$ cat src/rtl/fixed_pkg.sv
// Shared types and mode constants for the weight-stationary fixed-point PE.
package fixed_pkg;

  localparam int SAT_WRAP  = 0;
  localparam int SAT_CLAMP = 1;

  // Bank entries are stored at this width, already extended per their signed flag.
  localparam int WT_W_MAX = 8;

  typedef struct packed {
    logic                s;
    logic [WT_W_MAX-1:0] w;
  } wt_entry_t;

endpackage

$ cat src/rtl/fixed_pe_ws_if.sv
// Activation / partial-sum / weight-load bundle between a PE and its driver.
interface fixed_pe_ws_if #(
  parameter int IN_W      = 8,
  parameter int WT_W      = 2,
  parameter int COL_WIDTH = 11,
  parameter int NUM_WT    = 4
);
  localparam int AW = $clog2(NUM_WT);

  logic                 in_valid;
  logic [IN_W-1:0]      in;
  logic                 s_in;
  logic [COL_WIDTH-1:0] psum_in;
  logic                 wt_load;
  logic [AW-1:0]        wt_addr;
  logic [WT_W-1:0]      wt_data;
  logic                 s_weight;
  logic [AW-1:0]        wt_sel;
  logic [IN_W-1:0]      in_fwd;
  logic                 s_in_fwd;
  logic                 in_valid_fwd;
  logic [COL_WIDTH-1:0] psum_fwd;
  logic                 psum_valid;

  modport master (
    output in_valid, in, s_in, psum_in, wt_load, wt_addr, wt_data, s_weight, wt_sel,
    input  in_fwd, s_in_fwd, in_valid_fwd, psum_fwd, psum_valid
  );

  modport slave (
    input  in_valid, in, s_in, psum_in, wt_load, wt_addr, wt_data, s_weight, wt_sel,
    output in_fwd, s_in_fwd, in_valid_fwd, psum_fwd, psum_valid
  );

endinterface

$ cat src/rtl/fixed_sat.sv
// Clamps a wide signed sum into OUT_W bits, as a signed or unsigned range.
module fixed_sat #(
  parameter int IN_W  = 13,
  parameter int OUT_W = 11
) (
  input  logic signed [IN_W-1:0]  i_val,
  input  logic                    i_signed,
  output logic        [OUT_W-1:0] o_val
);

  localparam logic signed [IN_W-1:0] S_MAX = {{(IN_W-OUT_W+1){1'b0}}, {(OUT_W-1){1'b1}}};
  localparam logic signed [IN_W-1:0] S_MIN = {{(IN_W-OUT_W+1){1'b1}}, {(OUT_W-1){1'b0}}};
  localparam logic signed [IN_W-1:0] U_MAX = {{(IN_W-OUT_W){1'b0}}, {OUT_W{1'b1}}};

  // NOTE: o_val gets a default first so every path assigns it and no latch is inferred.
  always_comb begin
    o_val = i_val[OUT_W-1:0];
    if (i_signed) begin
      if (i_val > S_MAX)      o_val = {1'b0, {(OUT_W-1){1'b1}}};
      else if (i_val < S_MIN) o_val = {1'b1, {(OUT_W-1){1'b0}}};
    end else begin
      if (i_val[IN_W-1])      o_val = '0;
      else if (i_val > U_MAX) o_val = '1;
    end
  end

endmodule

$ cat src/rtl/fixed_pe_ws.sv
// Weight-stationary PE: activation x banked weight plus incoming partial sum,
// two-stage pipeline, activation forwarded to the neighbour after one cycle.
module fixed_pe_ws
  import fixed_pkg::*;
#(
  parameter int IN_W      = 8,
  parameter int WT_W      = 2,
  parameter int COL_WIDTH = 11,
  parameter int NUM_WT    = 4,
  parameter int SAT       = SAT_WRAP
) (
  input  logic          clk,
  input  logic          rst,
  fixed_pe_ws_if.slave  pe
);

  localparam int PW = IN_W + WT_W + 1;
  localparam int SW = COL_WIDTH + 2;

  wt_entry_t                   r_bank [NUM_WT];
  wt_entry_t                   w_entry;
  wt_entry_t                   w_wr_entry;
  logic signed [IN_W:0]        w_act;
  logic signed [WT_W_MAX:0]    w_wt;

  logic signed [PW-1:0]        r_prod;
  logic        [COL_WIDTH-1:0] r_psum;
  logic                        r_res_signed;
  logic                        r_v1;

  logic signed [SW-1:0]        w_prod_ext;
  logic signed [SW-1:0]        w_psum_ext;
  logic signed [SW-1:0]        w_sum;
  logic        [COL_WIDTH-1:0] w_sat;
  logic        [COL_WIDTH-1:0] w_result;

  logic        [COL_WIDTH-1:0] r_psum_fwd;
  logic                        r_psum_valid;
  logic        [IN_W-1:0]      r_in_fwd;
  logic                        r_s_in_fwd;
  logic                        r_in_valid_fwd;

  // Reading the registered bank gives the pre-write value on a same-cycle load.
  always_comb begin
    w_entry = '0;
    if (int'(pe.wt_sel) < NUM_WT) w_entry = r_bank[pe.wt_sel];
  end

  assign w_wr_entry = '{s: pe.s_weight,
                        w: pe.s_weight ? WT_W_MAX'($signed(pe.wt_data))
                                       : WT_W_MAX'(pe.wt_data)};

  assign w_act = $signed({pe.s_in & pe.in[IN_W-1], pe.in});
  assign w_wt  = $signed({w_entry.s & w_entry.w[WT_W_MAX-1], w_entry.w});

  assign w_prod_ext = SW'(r_prod);
  assign w_psum_ext = r_res_signed ? SW'($signed(r_psum)) : SW'(r_psum);
  assign w_sum      = w_prod_ext + w_psum_ext;

  fixed_sat #(
    .IN_W  (SW),
    .OUT_W (COL_WIDTH)
  ) u_sat (
    .i_val    (w_sum),
    .i_signed (r_res_signed),
    .o_val    (w_sat)
  );

  assign w_result = (SAT == SAT_CLAMP) ? w_sat : w_sum[COL_WIDTH-1:0];

  // NOTE: the weight bank is reset along with the pipeline, so every entry reads 0 after rst.
  always_ff @(posedge clk) begin
    if (rst) begin
      for (int i = 0; i < NUM_WT; i++) r_bank[i] <= '0;
      r_prod         <= '0;
      r_psum         <= '0;
      r_res_signed   <= 1'b0;
      r_v1           <= 1'b0;
      r_psum_fwd     <= '0;
      r_psum_valid   <= 1'b0;
      r_in_fwd       <= '0;
      r_s_in_fwd     <= 1'b0;
      r_in_valid_fwd <= 1'b0;
    end else begin
      // NOTE: non-blocking assignments keep every register reading pre-edge values.
      if (pe.wt_load && int'(pe.wt_addr) < NUM_WT) r_bank[pe.wt_addr] <= w_wr_entry;

      r_in_fwd       <= pe.in;
      r_s_in_fwd     <= pe.s_in;
      r_in_valid_fwd <= pe.in_valid;

      r_v1 <= pe.in_valid;
      if (pe.in_valid) begin
        r_prod       <= PW'(w_act * w_wt);
        r_psum       <= pe.psum_in;
        r_res_signed <= pe.s_in | w_entry.s;
      end

      r_psum_valid <= r_v1;
      if (r_v1) r_psum_fwd <= w_result;
    end
  end

  assign pe.in_fwd       = r_in_fwd;
  assign pe.s_in_fwd     = r_s_in_fwd;
  assign pe.in_valid_fwd = r_in_valid_fwd;
  assign pe.psum_fwd     = r_psum_fwd;
  assign pe.psum_valid   = r_psum_valid;

endmodule

$ cat src/flat_wrapper.sv
// flat-port wrapper written by rule: the top's interface ports become plain ports
module fixed_pe_ws_flat import fixed_pkg::*;
#(
  parameter int IN_W      = 8,
  parameter int WT_W      = 2,
  parameter int COL_WIDTH = 11,
  parameter int NUM_WT    = 4,
  parameter int SAT       = SAT_WRAP
)
  (clk, rst, pe_in_valid, pe_in, pe_s_in, pe_psum_in, pe_wt_load, pe_wt_addr, pe_wt_data, pe_s_weight, pe_wt_sel, pe_in_fwd, pe_s_in_fwd, pe_in_valid_fwd, pe_psum_fwd, pe_psum_valid);
  fixed_pe_ws_if #(.IN_W(IN_W), .WT_W(WT_W), .COL_WIDTH(COL_WIDTH), .NUM_WT(NUM_WT)) pe_i ();
  input  logic clk;
  input  logic rst;
  input wire logic [$bits(pe_i.in_valid)-1:0] pe_in_valid;
  input wire logic [$bits(pe_i.in)-1:0] pe_in;
  input wire logic [$bits(pe_i.s_in)-1:0] pe_s_in;
  input wire logic [$bits(pe_i.psum_in)-1:0] pe_psum_in;
  input wire logic [$bits(pe_i.wt_load)-1:0] pe_wt_load;
  input wire logic [$bits(pe_i.wt_addr)-1:0] pe_wt_addr;
  input wire logic [$bits(pe_i.wt_data)-1:0] pe_wt_data;
  input wire logic [$bits(pe_i.s_weight)-1:0] pe_s_weight;
  input wire logic [$bits(pe_i.wt_sel)-1:0] pe_wt_sel;
  output wire logic [$bits(pe_i.in_fwd)-1:0] pe_in_fwd;
  output wire logic [$bits(pe_i.s_in_fwd)-1:0] pe_s_in_fwd;
  output wire logic [$bits(pe_i.in_valid_fwd)-1:0] pe_in_valid_fwd;
  output wire logic [$bits(pe_i.psum_fwd)-1:0] pe_psum_fwd;
  output wire logic [$bits(pe_i.psum_valid)-1:0] pe_psum_valid;
  assign pe_i.in_valid = pe_in_valid;
  assign pe_i.in = pe_in;
  assign pe_i.s_in = pe_s_in;
  assign pe_i.psum_in = pe_psum_in;
  assign pe_i.wt_load = pe_wt_load;
  assign pe_i.wt_addr = pe_wt_addr;
  assign pe_i.wt_data = pe_wt_data;
  assign pe_i.s_weight = pe_s_weight;
  assign pe_i.wt_sel = pe_wt_sel;
  assign pe_in_fwd = pe_i.in_fwd;
  assign pe_s_in_fwd = pe_i.s_in_fwd;
  assign pe_in_valid_fwd = pe_i.in_valid_fwd;
  assign pe_psum_fwd = pe_i.psum_fwd;
  assign pe_psum_valid = pe_i.psum_valid;
  fixed_pe_ws #(.IN_W(IN_W), .WT_W(WT_W), .COL_WIDTH(COL_WIDTH), .NUM_WT(NUM_WT), .SAT(SAT)) u_core (.clk(clk), .rst(rst), .pe(pe_i));
endmodule
$ cat config.mk
export PLATFORM = sky130hd
export DESIGN_NAME = fixed_pe_ws_flat
export DESIGN_NICKNAME = d
export VERILOG_FILES = /design/src/rtl/fixed_pkg.sv /design/src/rtl/fixed_pe_ws_if.sv /design/src/rtl/fixed_sat.sv /design/src/rtl/fixed_pe_ws.sv /design/src/flat_wrapper.sv
export SDC_FILE = /design/constraint.sdc
export NUM_CORES = 1
export LEC_CHECK = 0
export CORE_AREA = 2 2 80 113
export CTS_CLUSTER_DIAMETER = 60
export DETAILED_ROUTE_END_ITERATION = 8
export DIE_AREA = 0 0 82 115
export PLACE_DENSITY = 0.78
export SETUP_SLACK_MARGIN = 0.4
export SLEW_MARGIN = 20
export SYNTH_ARGS = -nofsm -noshare
export SYNTH_HDL_FRONTEND = slang
export SYNTH_HIERARCHICAL = 1
export SYNTH_SLANG_ARGS = --single-unit
$ cat constraint.sdc
create_clock -name clk -period 11.6 [get_ports clk]
set_input_delay 1.16 -clock clk [delete_from_list [all_inputs] [get_ports clk]]
set_output_delay 1.16 -clock clk [all_outputs]
set_load 0.02 [all_outputs]
==> results_dict.tcl <==
set metrics [dict create \
    cts.sink_count 60 \
    status "complete, no violations" \
    synth_top_cells_by_area "dfxtp_1, ha_1, fa_1, edfxtp_1, mux2i_1" \
    io_pins 53 \
    worstSetupPathType "in -> reg" \
    tritoncts "built" \
    synth_edf_count 16 \
    synth_seq_area_share_pct 32.9 \
    synth_cell_type_count 42 \
    dp_hpwl_mm 6.41 \
    synth_top_area_share_pct 21.3 \
    wire_per_inst_um 15.1 \
    gp_congestion 0.910 \
    area_delta_synth_final_pct 21.5 \
    drt_wl_total_mm 8.65 \
    htreeDepth 3 \
    nets 559 \
    period_share_pct 56.5 \
    setup_viol 0 \
    synth_top_area_cell "dfxtp_1" \
    synthCells 417 \
    cts_root_buffer "clkbuf_16" \
    core-area_um2 8410 \
    vias_per_cell 5.29 \
    cp_data_required_time_ns 11.85 \
    critPathArrivalTime_ns 6.81 \
    max_cap_violations 0 \
    grt_pass1_vias 3160 \
    die_area_um2 9430 \
    clock_skew_ns 0.00432 \
    grt_max_degree 51 \
    cts_made_buffers 9 \
    ant_nets 0 \
    antennaDiodeCount 0 \
    peakVddDrop_mv 0.0978 \
    critPathLaunchType "primary input" \
    synth-seq-cells 60 \
    cts_hold_buf 0 \
    fin_setup_tns_ns 0 \
    post_dp_cell_area_um2 4740 \
    drive_gt1_share_pct 5.33 \
    track_usage_pct 20.1 \
    drv_slew 0 \
    min_path_type "reg -> reg" \
    fillers 739 \
    worstMarginPinSlew_ns 0.610 \
    syn_avg_cell_area_um2 9.93 \
    power_density_nw_per_um2 187 \
    cts_resized 0 \
    clock.fmax_mhz 153 \
    dieWidth_um 82 \
    crit_path_max_fanout 20 \
    leakage_nw 2.25 \
    grt_pass1_wl_mm 14.2 \
    hold_violations 0 \
    synthArstFlopShare_pct 0 \
    overflow 0 \
    syn_area_um2 4140 \
    drtIter0Drc 128 \
    first_pass_iters 4 \
    clk_pin_slew_ns 0.05 \
    start_util_pct 49.3 \
    ys.flop_type "dfxtp_1" \
    yosys_warnings 6 \
    min_period_ns 6.56 \
    antenna_found_initial 0 \
    slew_headroom_pct 59.3 \
    cp-end-kind "flip-flop" \
    post-cts-setup-buffers 0 \
    port_buffers 52 \
    power_uw 943 \
    rows 40 \
    clk_latency_ns 0.34 \
    synthesis.nets 512 \
    cts.path.max_buffers 2 \
    die_y_um 115 \
    finalInstanceArea_um2 5030 \
    post-route-drc-count 0 \
    rsz0062_at_grt "false" \
    vias 3037 \
]
[Yosys cell counts (2+ instances only)]
master and instances:
a211oi_1 3, a21o_1 5, a21oi_1 16, a31o_2 2, and2_1 26, buf_1 3
clkbuf_1 13, dfxtp_1 44, edfxtp_1 16, fa_1 24, ha_1 40, inv_1 39
mux2i_1 23, mux4_1 3, nand2_1 27, nand3_1 6, nor2_1 37, nor2b_1 18
nor3_1 5, nor3b_1 3, o21ai_0 7, o21bai_1 3, or2_2 5, xnor2_1 19
xor2_1 13
[cell families after synthesis]
logic type                 count (synthesis)  synth area share [%]
AOI/OAI and AO/OA                         45                  7.07
xor gates and xnor gates                  33                  7.31
adders and majority gates                 64                  23.7
buffers and inverters                     57                  5.29
DFF                                       60                  32.9
muxes                                     28                  8.28
and+or+nand+nor                          130                  15.5
[worst paths after layout]
path / end / startpoint / slack, ns / depth (start not counted)
max reg2reg: u_core/r_prod[10]$_SDFFE_PP0P_ / u_core/r_bank[1][6]$_SDFFCE_PN0P_ / 6.16 / 18
min reg2reg: u_core/pe.psum_fwd[6]$_SDFFE_PP0P_ / u_core/pe.psum_fwd[6]$_SDFFE_PP0P_ / 0.48 / 2
max: u_core/r_prod[10]$_SDFFE_PP0P_ / pe_wt_sel[0] / 5.04 / 19
min: u_core/pe.psum_fwd[6]$_SDFFE_PP0P_ / u_core/pe.psum_fwd[6]$_SDFFE_PP0P_ / 0.48 / 2
[layer usage]
metal	part of all wire, %	global-route usage, %
met1	41	23.1
met4	3.9	9.44
met5	0	0
met3	3.3	5.26
met2	52	34.4
[layout by cell type (no fill, tap or decap), types with 16 or more instances in the layout]
master           Yosys  layout
a21oi_1             16      16
and2_1              26      26
clkdlybuf4s50_1      0      52
dfxtp_1             44      44
edfxtp_1            16      16
fa_1                24      24
ha_1                40      40
inv_1               39      39
mux2i_1             23      23
nand2_1             27      27
nor2_1              37      37
nor2b_1             18      18
xnor2_1             19      19
[critical path: stages]
cell,delay [ns]
clkdlybuf4s50_1,0.59
mux4_1,0.89
and2_1,0.32
inv_1,0.08
fa_1,0.40
inv_1,0.11
fa_1,0.44
fa_1,0.48
fa_1,0.57
inv_1,0.06
fa_1,0.50
inv_1,0.04
ha_1,0.31
inv_1,0.09
o21bai_1,0.08
a21oi_1,0.18
xor2_1,0.19
xnor2_1,0.10
a211oi_2,0.23
[metrics by stage]
stage | std cells | hold slack, ns | util, % | worst slack, ns
floorplan | 417 | 0.451 | - | 5.78
global placement | 558 | 0.463 | 56.3 | 4.86
detailed placement | 558 | 0.473 | 56.3 | 4.71
CTS | 574 | 0.481 | 59.9 | 5.02
global route | 574 | 0.515 | 59.9 | 4.76
finish | 574 | 0.475 | 59.9 | 5.04
[where the power goes]
part / leakage [nW] / total, mW / switching [mW] / internal (mW)
sequential: 0.518 / 0.253 / 0.0137 / 0.239
clock: 0.136 / 0.265 / 0.0939 / 0.171
combinational: 1.60 / 0.425 / 0.225 / 0.201
[area by class of cell]
cell class	count	area, um2	share of cell area [%]
Multi-Input combinational cell	300	2560	50.9
Sequential cell	60	1360	27.1
Timing Repair Buffer	54	536	10.6
Clock buffer	12	246	4.90
Inverter	39	146	2.91
Tap cell	105	131	2.61
Clock inverter	4	48.8	0.970
[registers in the layout (all words and copies together) (netlist names)]
| signal | flops |
|---|---|
| u_core/pe.s_in_fwd | 1 |
| u_core/r_prod | 11 |
| u_core/pe.psum_fwd | 11 |
| u_core/pe.in_fwd | 8 |
| u_core/r_bank | 16 |
| u_core/r_psum | 11 |
| u_core/pe.psum_valid | 1 |
| u_core/pe.in_valid_fwd | 1 |
(Power assumes the default switching activity.)
==> edit, RTL diff (same flow settings) <==
Make the reset (`rst`) asynchronous in one clocked block.
--- a/src/rtl/fixed_pe_ws.sv
+++ b/src/rtl/fixed_pe_ws.sv
@@ -69,7 +69,7 @@
   assign w_result = (SAT == SAT_CLAMP) ? w_sat : w_sum[COL_WIDTH-1:0];
 
   // NOTE: the weight bank is reset along with the pipeline, so every entry reads 0 after rst.
-  always_ff @(posedge clk) begin
+  always_ff @(posedge clk or posedge rst) begin
     if (rst) begin
       for (int i = 0; i < NUM_WT; i++) r_bank[i] <= '0;
       r_prod         <= '0;
Function: differs if rst is asserted again (counterexample within 4 cycles, from zero or initial values and one cycle with rst high); with rst held inactive, the same outputs for 4 cycles.
==> edit against the unedited design <==
Area after synthesis rose by 2.4%. Sequential cell count unchanged. Hold slack better by 0.017 ns. First-iteration DRC count is 20% lower. Count of clock-buffer cells in the layout is 1 higher. Total power increased by 20%. Routed wire length shrank 2.1%. Cell area up 2.9%. Largest cell class unchanged. Worst setup slack better by 0.040 ns.
==> edit: results (changes against the unedited design) <==
The flow ran to the end, and the final reports show no timing, DRC or antenna violations. The terminating pin of the worst hold path is u_core/pe.psum_fwd[4]$_DFFE_PP0P_ (was u_core/pe.psum_fwd[6]$_SDFFE_PP0P_). Worst setup path startpoint: pe_wt_sel[1] (was pe_wt_sel[0]). The routed via count was 2940 (was 3037); the average detailed-routed wire length per instance was 15.48 microns (was 15.06 microns).

The logs give 6.71 ns (was 6.81 ns) for the data arrival time of the worst path and 6401 microns (was 6406 microns) for the detailed-placement wirelength estimate. The minimum setup slack among reg-to-reg paths is 6.22 ns (was 6.16 ns), and the number of global-route vias before repair is 3264 (was 3160). For the worst setup margin, the log shows 5.085 ns (was 5.044 ns). The power of the clock network was 290 uW (was 265 uW); the maximum ir drop on the vdd rail was 0.1295 mV (was 0.09782 mV). For the post-layout instance count excluding filler cells, the log shows 547 (was 574). Launch instance of the worst min-delay path: u_core/pe.psum_fwd[4]$_DFFE_PP0P_ (was u_core/pe.psum_fwd[6]$_SDFFE_PP0P_). The first-iteration detailed-routing DRC count is 102 (was 128), and the power density relative to cell area is 218.9 nW/um^2 (was 187.4 nW/um^2).

The delay of the slowest cell on the worst path is 0.61 ns (was 0.89 ns), and the net count of the mapped netlist is 477 (was 512). The highest fanout seen on the critical path came out at 21 (was 20). The instance area after placement was 4851 sq um (was 4737 sq um).

The portion of netlist area occupied by mux cells was 11.30% (was 8.275%). Transition time of the tightest slew-check pin: 0.8925 ns (was 0.6103 ns). For the pre-CTS setup slack, the log shows 4.713 ns (was 4.714 ns). Endpoint of the worst register-to-register path: u_core/r_prod[10]$_DFFE_PP0P_ (was u_core/r_prod[10]$_SDFFE_PP0P_). The worst-skew pair later-pin latency was 0.32 ns (was 0.34 ns); the worst hold path cell count was 1 (was 2).

The synthesized-area fraction occupied by xor and xnor cells is 6.521% (was 7.309%), and the worst-case clock skew is 0.004964 ns (was 0.004322 ns). The tools report the launch instance of the worst register-to-register path as u_core/r_bank[24]$_DFFE_PP0P_ (was u_core/r_bank[1][6]$_SDFFCE_PN0P_). The leakage power figure came out at 0.002402 uW (was 0.002254 uW).
-- edit: changes by cell type after synthesis, moves of 22 or more --
cell	before	now
sky130_fd_sc_hd__dfrtp_1	0	60
sky130_fd_sc_hd__dfxtp_1	44	0
sky130_fd_sc_hd__mux2_2	1	33
sky130_fd_sc_hd__mux2i_1	23	1
sky130_fd_sc_hd__nor2_1	37	10
-- edit: layer usage --
layer	part of all wire, %	up-vias	GRT usage (%)
met3	3.2	21	3.846
met4	3.2	0	10.22
li1	-	1393	-
met1	38	1458	23.05
met5	0	-	0
met2	56	68	36.91
-- edit: cell type report --
class                      count  area (sq um)
fill                         688          3228
multi-input combinational    264          2502
sequential                    60          1501
timing repair buffer          54         535.5
clock buffer                  13         260.3
inverter                      48         180.2
tap                          105         131.4
clock inverter                 3         68.82
-- edit: kinds of logic after synthesis --
group	count (synthesis)
muxes	38
xor gates and xnor gates	29
DFF	60
buffers and inverters	57
AOI/OAI and AO/OA	54
adders and majority gates	65
and+or+nand+nor	78
